--- config.mk ---
export PLATFORM = sky130hd
export DESIGN_NAME = hicore_mem_arb
export DESIGN_NICKNAME = d
export VERILOG_FILES = /design/src/rtl/hicore_mem_arb.sv
export SDC_FILE = /design/constraint.sdc
export NUM_CORES = 1
export LEC_CHECK = 0
export CORE_MARGIN = 1
export CORE_UTILIZATION = 30
export CTS_CLUSTER_SIZE = 16
export DETAILED_ROUTE_END_ITERATION = 16
export PLACE_DENSITY = 0.7
export SLEW_MARGIN = 15
export SYNTH_ARGS = -nofsm -noshare
export SYNTH_HDL_FRONTEND = slang
export SYNTH_SLANG_ARGS = --single-unit
--- constraint.sdc ---
create_clock -name clk -period 1.4 [get_ports clk]
set_input_delay 0.28 -clock clk [delete_from_list [all_inputs] [get_ports clk]]
set_output_delay 0.28 -clock clk [all_outputs]
set_load 0.005 [all_outputs]
--- src/rtl/hicore_mem_arb.sv ---
// Round-robin N-way arbiter feeding one registered output stage; a multi-beat
// burst (last=0) locks the grant to its owner until the closing last beat.
module hicore_mem_arb #(
  parameter int N  = 2,
  parameter int DW = 32,
  parameter int IW = 2
) (
  input  logic            clk,
  input  logic            rst_n,
  input  logic [N-1:0]    req_vld,
  output logic [N-1:0]    req_rdy,
  input  logic [N*DW-1:0] req_dat,
  input  logic [N-1:0]    req_last,
  output logic            o_vld,
  input  logic            o_rdy,
  output logic [DW-1:0]   o_dat,
  output logic [IW-1:0]   o_id,
  output logic            o_last,
  input  logic            flush
);

  typedef enum logic [0:0] {ST_IDLE = 1'b0, ST_LOCKED = 1'b1} state_t;

  state_t          r_state;
  logic [IW-1:0]   r_ptr;
  logic [IW-1:0]   r_lock_id;
  logic            r_vld;
  logic [DW-1:0]   r_dat;
  logic [IW-1:0]   r_id;
  logic            r_last;

  logic [N-1:0]    w_hi_mask;
  logic [N-1:0]    w_search;
  logic [IW-1:0]   w_pick;
  logic [IW-1:0]   w_grant;
  logic            w_take;
  logic            w_sel_vld;
  logic            w_sel_last;
  logic [DW-1:0]   w_sel_dat;
  logic            w_accept;
  logic [IW-1:0]   w_ptr_nxt;

  // Grant selection: requesters at or above ptr win first, then wrap to the lowest index.
  always_comb begin
    w_hi_mask = '0;
    for (int k = 0; k < N; k++) begin
      w_hi_mask[k] = (IW'(k) >= r_ptr);
    end
    w_search = (|(req_vld & w_hi_mask)) ? (req_vld & w_hi_mask) : req_vld;
    w_pick   = r_ptr;
    for (int k = N - 1; k >= 0; k--) begin
      w_pick = w_search[k] ? IW'(k) : w_pick;
    end
    case (r_state)
      ST_IDLE:   w_grant = w_pick;
      ST_LOCKED: w_grant = r_lock_id;
      default:   w_grant = r_ptr;
    endcase
  end

  // Steer the granted requester's payload and ready; readiness ignores req_vld.
  always_comb begin
    w_take     = (~r_vld | o_rdy) & ~flush;
    w_sel_vld  = 1'b0;
    w_sel_last = 1'b0;
    w_sel_dat  = '0;
    req_rdy    = '0;
    for (int k = 0; k < N; k++) begin
      w_sel_vld  = w_sel_vld  | ((w_grant == IW'(k)) & req_vld[k]);
      w_sel_last = w_sel_last | ((w_grant == IW'(k)) & req_last[k]);
      w_sel_dat  = w_sel_dat  | ({DW{w_grant == IW'(k)}} & req_dat[k*DW +: DW]);
      req_rdy[k] = (w_grant == IW'(k)) & w_take;
    end
    w_accept  = w_sel_vld & w_take;
    w_ptr_nxt = (w_grant == IW'(N - 1)) ? '0 : (w_grant + IW'(1));
  end

  // Lock/pointer FSM and output stage; flush outranks accept and drain.
  always_ff @(posedge clk or negedge rst_n) begin
    if (!rst_n) begin
      r_state   <= ST_IDLE;
      r_ptr     <= '0;
      r_lock_id <= '0;
      r_vld     <= 1'b0;
      r_dat     <= '0;
      r_id      <= '0;
      r_last    <= 1'b0;
    end else if (flush) begin
      r_vld   <= 1'b0;
      r_state <= ST_IDLE;
    end else if (w_accept) begin
      r_vld  <= 1'b1;
      r_dat  <= w_sel_dat;
      r_id   <= w_grant;
      r_last <= w_sel_last;
      if (w_sel_last) begin
        r_state <= ST_IDLE;
        r_ptr   <= w_ptr_nxt;
      end else begin
        r_state   <= ST_LOCKED;
        r_lock_id <= w_grant;
      end
    end else if (o_rdy) begin
      r_vld <= 1'b0;
    end
  end

  assign o_vld  = r_vld;
  assign o_dat  = r_dat;
  assign o_id   = r_id;
  assign o_last = r_last;

endmodule
== Yosys cells after proc, flatten, opt, wreduce, memory -nomap -nowiden ==
Index checks and enable logic that the tools add are counted.
Word-level totals
  bits in registers: 41
  input port bits: 72
  output and inout port bits: 38
  logic and storage cells: 48
Cells by class
  add/subtract/negate cells: 1
  $lt $le $gt $ge: 2
  equal/unequal tests: 1
  multiplexer cells: 11
  bitwise gates (word level): 19
  reductions and logical operators: 7
Operators with widths (number)
  $and A32 B32 Y32: 2
  $or A32 B32 Y32: 1
  $and A1 B1 Y1: 8
  $mux W2: 4
  $mux W1: 6
  $reduce_and A3 Y1: 2
  $ge A1 B2 Y1 const A: 2
  $not A1 Y1: 4
  $pmux W2 S2: 1
  $or A1 B1 Y1: 3
  $reduce_bool A3 Y1: 1
  $add A2 B1 Y2 const B: 1
  $and A2 B2 Y2: 1
  $eq A2 B1 Y1 const B: 1
  $logic_not A2 Y1: 1
  $reduce_and A2 Y1: 1
  $reduce_bool A2 Y1: 1
  $reduce_or A2 Y1: 1

== Logic depth before layout (Yosys ltp) ==
  word-level depth: 13
  depth in mapped cells: 7
  depth with buffers taken out: 5

== Least setup slack after synthesis ==
No wires, ideal clock.
  kind: reg2reg
  start: reg r_ptr[1]
  end: reg r_dat[0] (netlist: o_dat[0])
  library setup time: 137 ps
  arrival time: 1354 ps
  required time: 1263 ps
  setup slack: -91 ps
  cell stages (with the launch flop): 8
  path buffers: 2
  clock period less this slack: 1491 ps
  cell sequence: dfrtp_1 -> nand2b_1 -> a21boi_1 -> o31a_1 -> buf_6 -> buf_8 -> mux2i_1 -> a21oi_1
On the way
  word-level cells in the longest chain between the ends: 12
  elaborated cells between the ends (all ways): 18
  those cells by class: order compare (2); eq/ne (1); mux (4); bitwise (8); reduce/logical (3)
RTL lines
  from (decl): RTL line 25  | logic [IW-1:0] r_ptr;
  from (signal assigned): RTL line 98  | r_ptr <= w_ptr_nxt;
  $ge A1 B2 Y1: RTL line 47  | w_hi_mask[k] = (IW'(k) >= r_ptr);
  $and A2 B2 Y2: RTL line 49  | w_search = (|(req_vld & w_hi_mask)) ? (req_vld & w_hi_mask) : req_vld;
  $reduce_or A2 Y1: RTL line 49
  $mux W2: RTL line 49
  $mux W2: RTL line 52  | w_pick = w_search[k] ? IW'(k) : w_pick;
  $mux W2 (*): RTL line 52
  $pmux W2 S2 (*): RTL line 54  | case (r_state)
  $eq A2 B1 Y1 or $logic_not A2 Y1 (tied branches): RTL line 69, 71
  $and A1 B1 Y1: RTL line 69  | w_sel_vld = w_sel_vld | ((w_grant == IW'(k)) & req_vld[k]);
  $or A1 B1 Y1: RTL line 69
  $and A1 B1 Y1: RTL line 74  | w_accept = w_sel_vld & w_take;
  $reduce_and A2 Y1 (no line)
  to (signal assigned): RTL line 93  | r_dat <= w_sel_dat;
  to (decl): RTL line 28  | logic [DW-1:0] r_dat;
Every way passes the cells marked *; elsewhere a longest branch is shown, timed or not.
A chain may end at the register's enable or synchronous reset.

== Final worst setup path ==
  start: reg r_ptr[1]
  end: out req_rdy[0]
On the way
  word-level cells in the longest chain between the ends: 9
  elaborated cells between the ends (all ways): 10
  those cells by class: order compare (2); mux (4); bitwise (2); reduce/logical (2)
RTL lines
  $ge A1 B2 Y1: RTL line 47
  $and A2 B2 Y2: RTL line 49
  $reduce_or A2 Y1: RTL line 49
  $mux W2: RTL line 49
  $mux W2: RTL line 52
  $mux W2 (*): RTL line 52
  $pmux W2 S2 (*): RTL line 54
  $logic_not A2 Y1 (*): RTL line 72  | req_rdy[k] = (w_grant == IW'(k)) & w_take;
  $and A1 B1 Y1 (*): RTL line 72
  to (decl): RTL line 11  | output logic [N-1:0] req_rdy,
Marks and branches as above.

==> metrics <==
initial core utilization=31.0%; DR vias=1,902; Worst setup SP type=flop; clock buffers created by TritonCTS=5; kind of critical path=flop to primary output; Peak Freq=571 MHz; status=finished with violations; WP buf/inv=1; DIE WIDTH=82.9 um; internal power=3.71 mW; clock slew at reported path FFs=80 ps; leak pwr=1.62 nW; CTS tree=built; nets=401; clock buffer depth=2; Synth Area per Inst=10.6 um2; total track usage=15.8%; IO buf count=109; Sw Ratio=32.6%; portion of netlist area occupied by mux cells=17.0%; max-slew violations=0; crit path DAT=1470 ps; Synth Area in Adders=0%; H-Tree Depth=2; fin area=3690 um2; placed insts=380; worst-skew pair later-pin latency=290 ps; detailed router's first-iteration violation count=79; Post-Layout Cell Count=407; xor/xnor share of the synthesized area=0%; post-synthesis sequential element count=41; final hold violations=0; most frequent cells in the layout=clkdlybuf4s50_1 (68), dfrtp_1 (40), dlygate4sd2_1 (38); number of vias per cell=4.67; worst slew pin tran=285 ps; area of the mapped netlist=1970 um2; RSZ-0062 raised after global routing=true; core region area=6350 um2; Comb power frac=53.8%; Simple-Gate Fraction of Synth Area=11.2%; clock sink total=41; Final period util=125%; Post-DRT Antenna Nets=0; initial antenna violation count=0; vias in the first global route=1,928; DP Area=3230 um2; clk_skew=10.9 ps; post-route minimum period=1750 ps; drt pass-1 iters=4; Worst Setup End Kind=primary output; clk root buf=clkbuf_8; slew margin rel.=81.0%; global-route wire length before repair=8830 um; sequential area share after synthesis=52.2%; ratio of cells with drive above 1 in the final layout=22.4%; die area=6880 um2; delay of the slowest critical-path stage=420 ps; Worst EP required=1120 ps; row cnt=29; ant diodes=0; final setup vio count=42; largest net degree at the start of global routing=42; grt ovf=0; final core utilization=58.1%; P_sw=1.79 mW; Mapped Nets=258; Worst Hold Class=primary input to async pin; placer congestion estimate=0.767; Total Wirelength=5820 um; Peak VDD IR=0.835 mV; largest family of logic cells by synthesized area=multiplexers; final worst slack=-353 ps; Die Ht=82.9 um; CP max stage cell=dfrtp_1; Synth Area in Compound Gates=14.1%; failing checks=negative setup slack; crit-path leading delay family=flip-flops; DRC errors left=0; post-synth cell types=28; crit-path max FO=5; register share of total power=32.8%; most common cell after layout, fill and taps aside=clkdlybuf4s50_1; area delta synth->final=87.7%; yosys warns=0; Total Power=5.50 mW; I/O Pins=110; PwrDens=1490 nW/um2; Max Cap Viol=0; clock power share=13.4%; worst path cell trace=nand2b_4 > a21boi_4 > o31a_4 > nor2_1 > buf_2; drt wl/cell=14.3 um; HPWL Detailed=3660 um; Syn Inst Count=186
power by group through the flow:
| stage | clock (mW) | combinational (mW) | sequential, mW |
|---|---|---|---|
| after floorplan | 0 | 1.18 | 1.86 |
| after CTS | 0.774 | 2.54 | 1.79 |
| after global routing | 0.832 | 3.20 | 1.86 |
| final | 0.737 | 2.96 | 1.80 |
| after global placement | 0 | 2.37 | 1.81 |
| after detailed placement | 0 | 2.42 | 1.83 |
final timing paths:
| kind | start | to | slack [ps] | depth (start not counted) |
|---|---|---|---|---|
| worst max-delay path | r_ptr[1] | req_rdy[0] | -350 | 5 |
| worst min register to register | o_id[1] | o_id[1] | 500 | 1 |
| worst min-delay path | rst_n | r_ptr[0] | 490 | 3 |
| worst max register to register | r_ptr[1] | r_ptr[1] | -250 | 6 |
| min in group clk | req_vld[0] | o_id[0] | 500 | 2 |
| max in group asynchronous | rst_n | r_state | 690 | 3 |
area by class of cell:
class | count | area [um2]
clock buffer | 6 | 72.6
clock inverter | 2 | 10.0
fill | 555 | 2660
inverter | 2 | 10.0
multi-input combinational | 132 | 973
sequential | 41 | 1030
tap | 77 | 96.3
timing repair buffer | 147 | 1500
per-stage QoR:
stage | setup TNS [ps] | setup slack, ps | hold slack [ps]
finish | -8100 | -353 | 492
global route | -11220 | -430 | 494
CTS | -10140 | -340 | 422
detailed placement | -24640 | -761 | 272
global placement | -22050 | -749 | 270
floorplan | -1620 | -62.3 | -15.6
cell usage after synthesis:
cell type   n  area, um2
a21boi_1    2       15.0
a21o_1      1       7.51
a21oi_1    37        185
a31oi_1     2       12.5
and2_1      2       12.5
buf_12      2       40.0
buf_2       4       20.0
buf_4       1       7.51
buf_6       1       11.3
buf_8       1       15.0
clkbuf_1    2       7.51
dfrtp_1    41       1030
inv_1       2       7.51
mux2i_1    32        320
mux2i_2     1       13.8
nand2_1     2       7.51
nand2b_1    3       18.8
nor2_1     37        139
nor2b_1     2       12.5
nor3_4      1       16.3
nor3b_1     1       7.51
o21a_1      1       7.51
o21ai_0     3       15.0
o2bb2ai_1   1       8.76
o31a_1      1       8.76
o31ai_1     1       7.51
o41ai_1     1       8.76
or3_1       1       6.26
sequential cells by signal (all words and copies together), names as in the netlist:
| signal | count |
|---|---|
| o_vld | 1 |
| o_id | 2 |
| o_dat | 32 |
| r_state | 1 |
| r_lock_id | 2 |
| o_last | 1 |
| r_ptr | 2 |
cell families (layout without fill, tap and decap cells):
kind of cell           Yosys count  in the layout
AO/OA/AOI/OAI                   50             50
buffers and inverters           13            157
flip-flops                      41             41
multiplexers                    33             33
AND/OR/NAND/NOR                 49             49
per-layer routing:
| metal | track usage, % | vias up | part of all wire [%] |
|---|---|---|---|
| met5 | 0 | - | 0 |
| met4 | 3.76 | 0 | 1.9 |
| met3 | 5.17 | 11 | 7.9 |
| met2 | 28.8 | 78 | 51 |
| met1 | 17.6 | 880 | 39 |
| li1 | - | 933 | - |
what timing repair did:
action                                 in CTS  in global routing
setup endpoints to repair                  79                 42
resized for setup                          65                 34
cloned                                      1                  4
setup buffers                              10                  5
pin swaps                                  16                 22
hold buffers                                1                  0
endpoints found under the hold margin      41                  0
worst register-to-register path, cell delays in order, from the launching register on:
cell	delay, ps
dfrtp_1	420
nand2b_4	170
a21boi_4	60
o31a_4	320
buf_12	160
mux2i_4	200
o21a_1	200
Power figures use the tool's default switching activity.
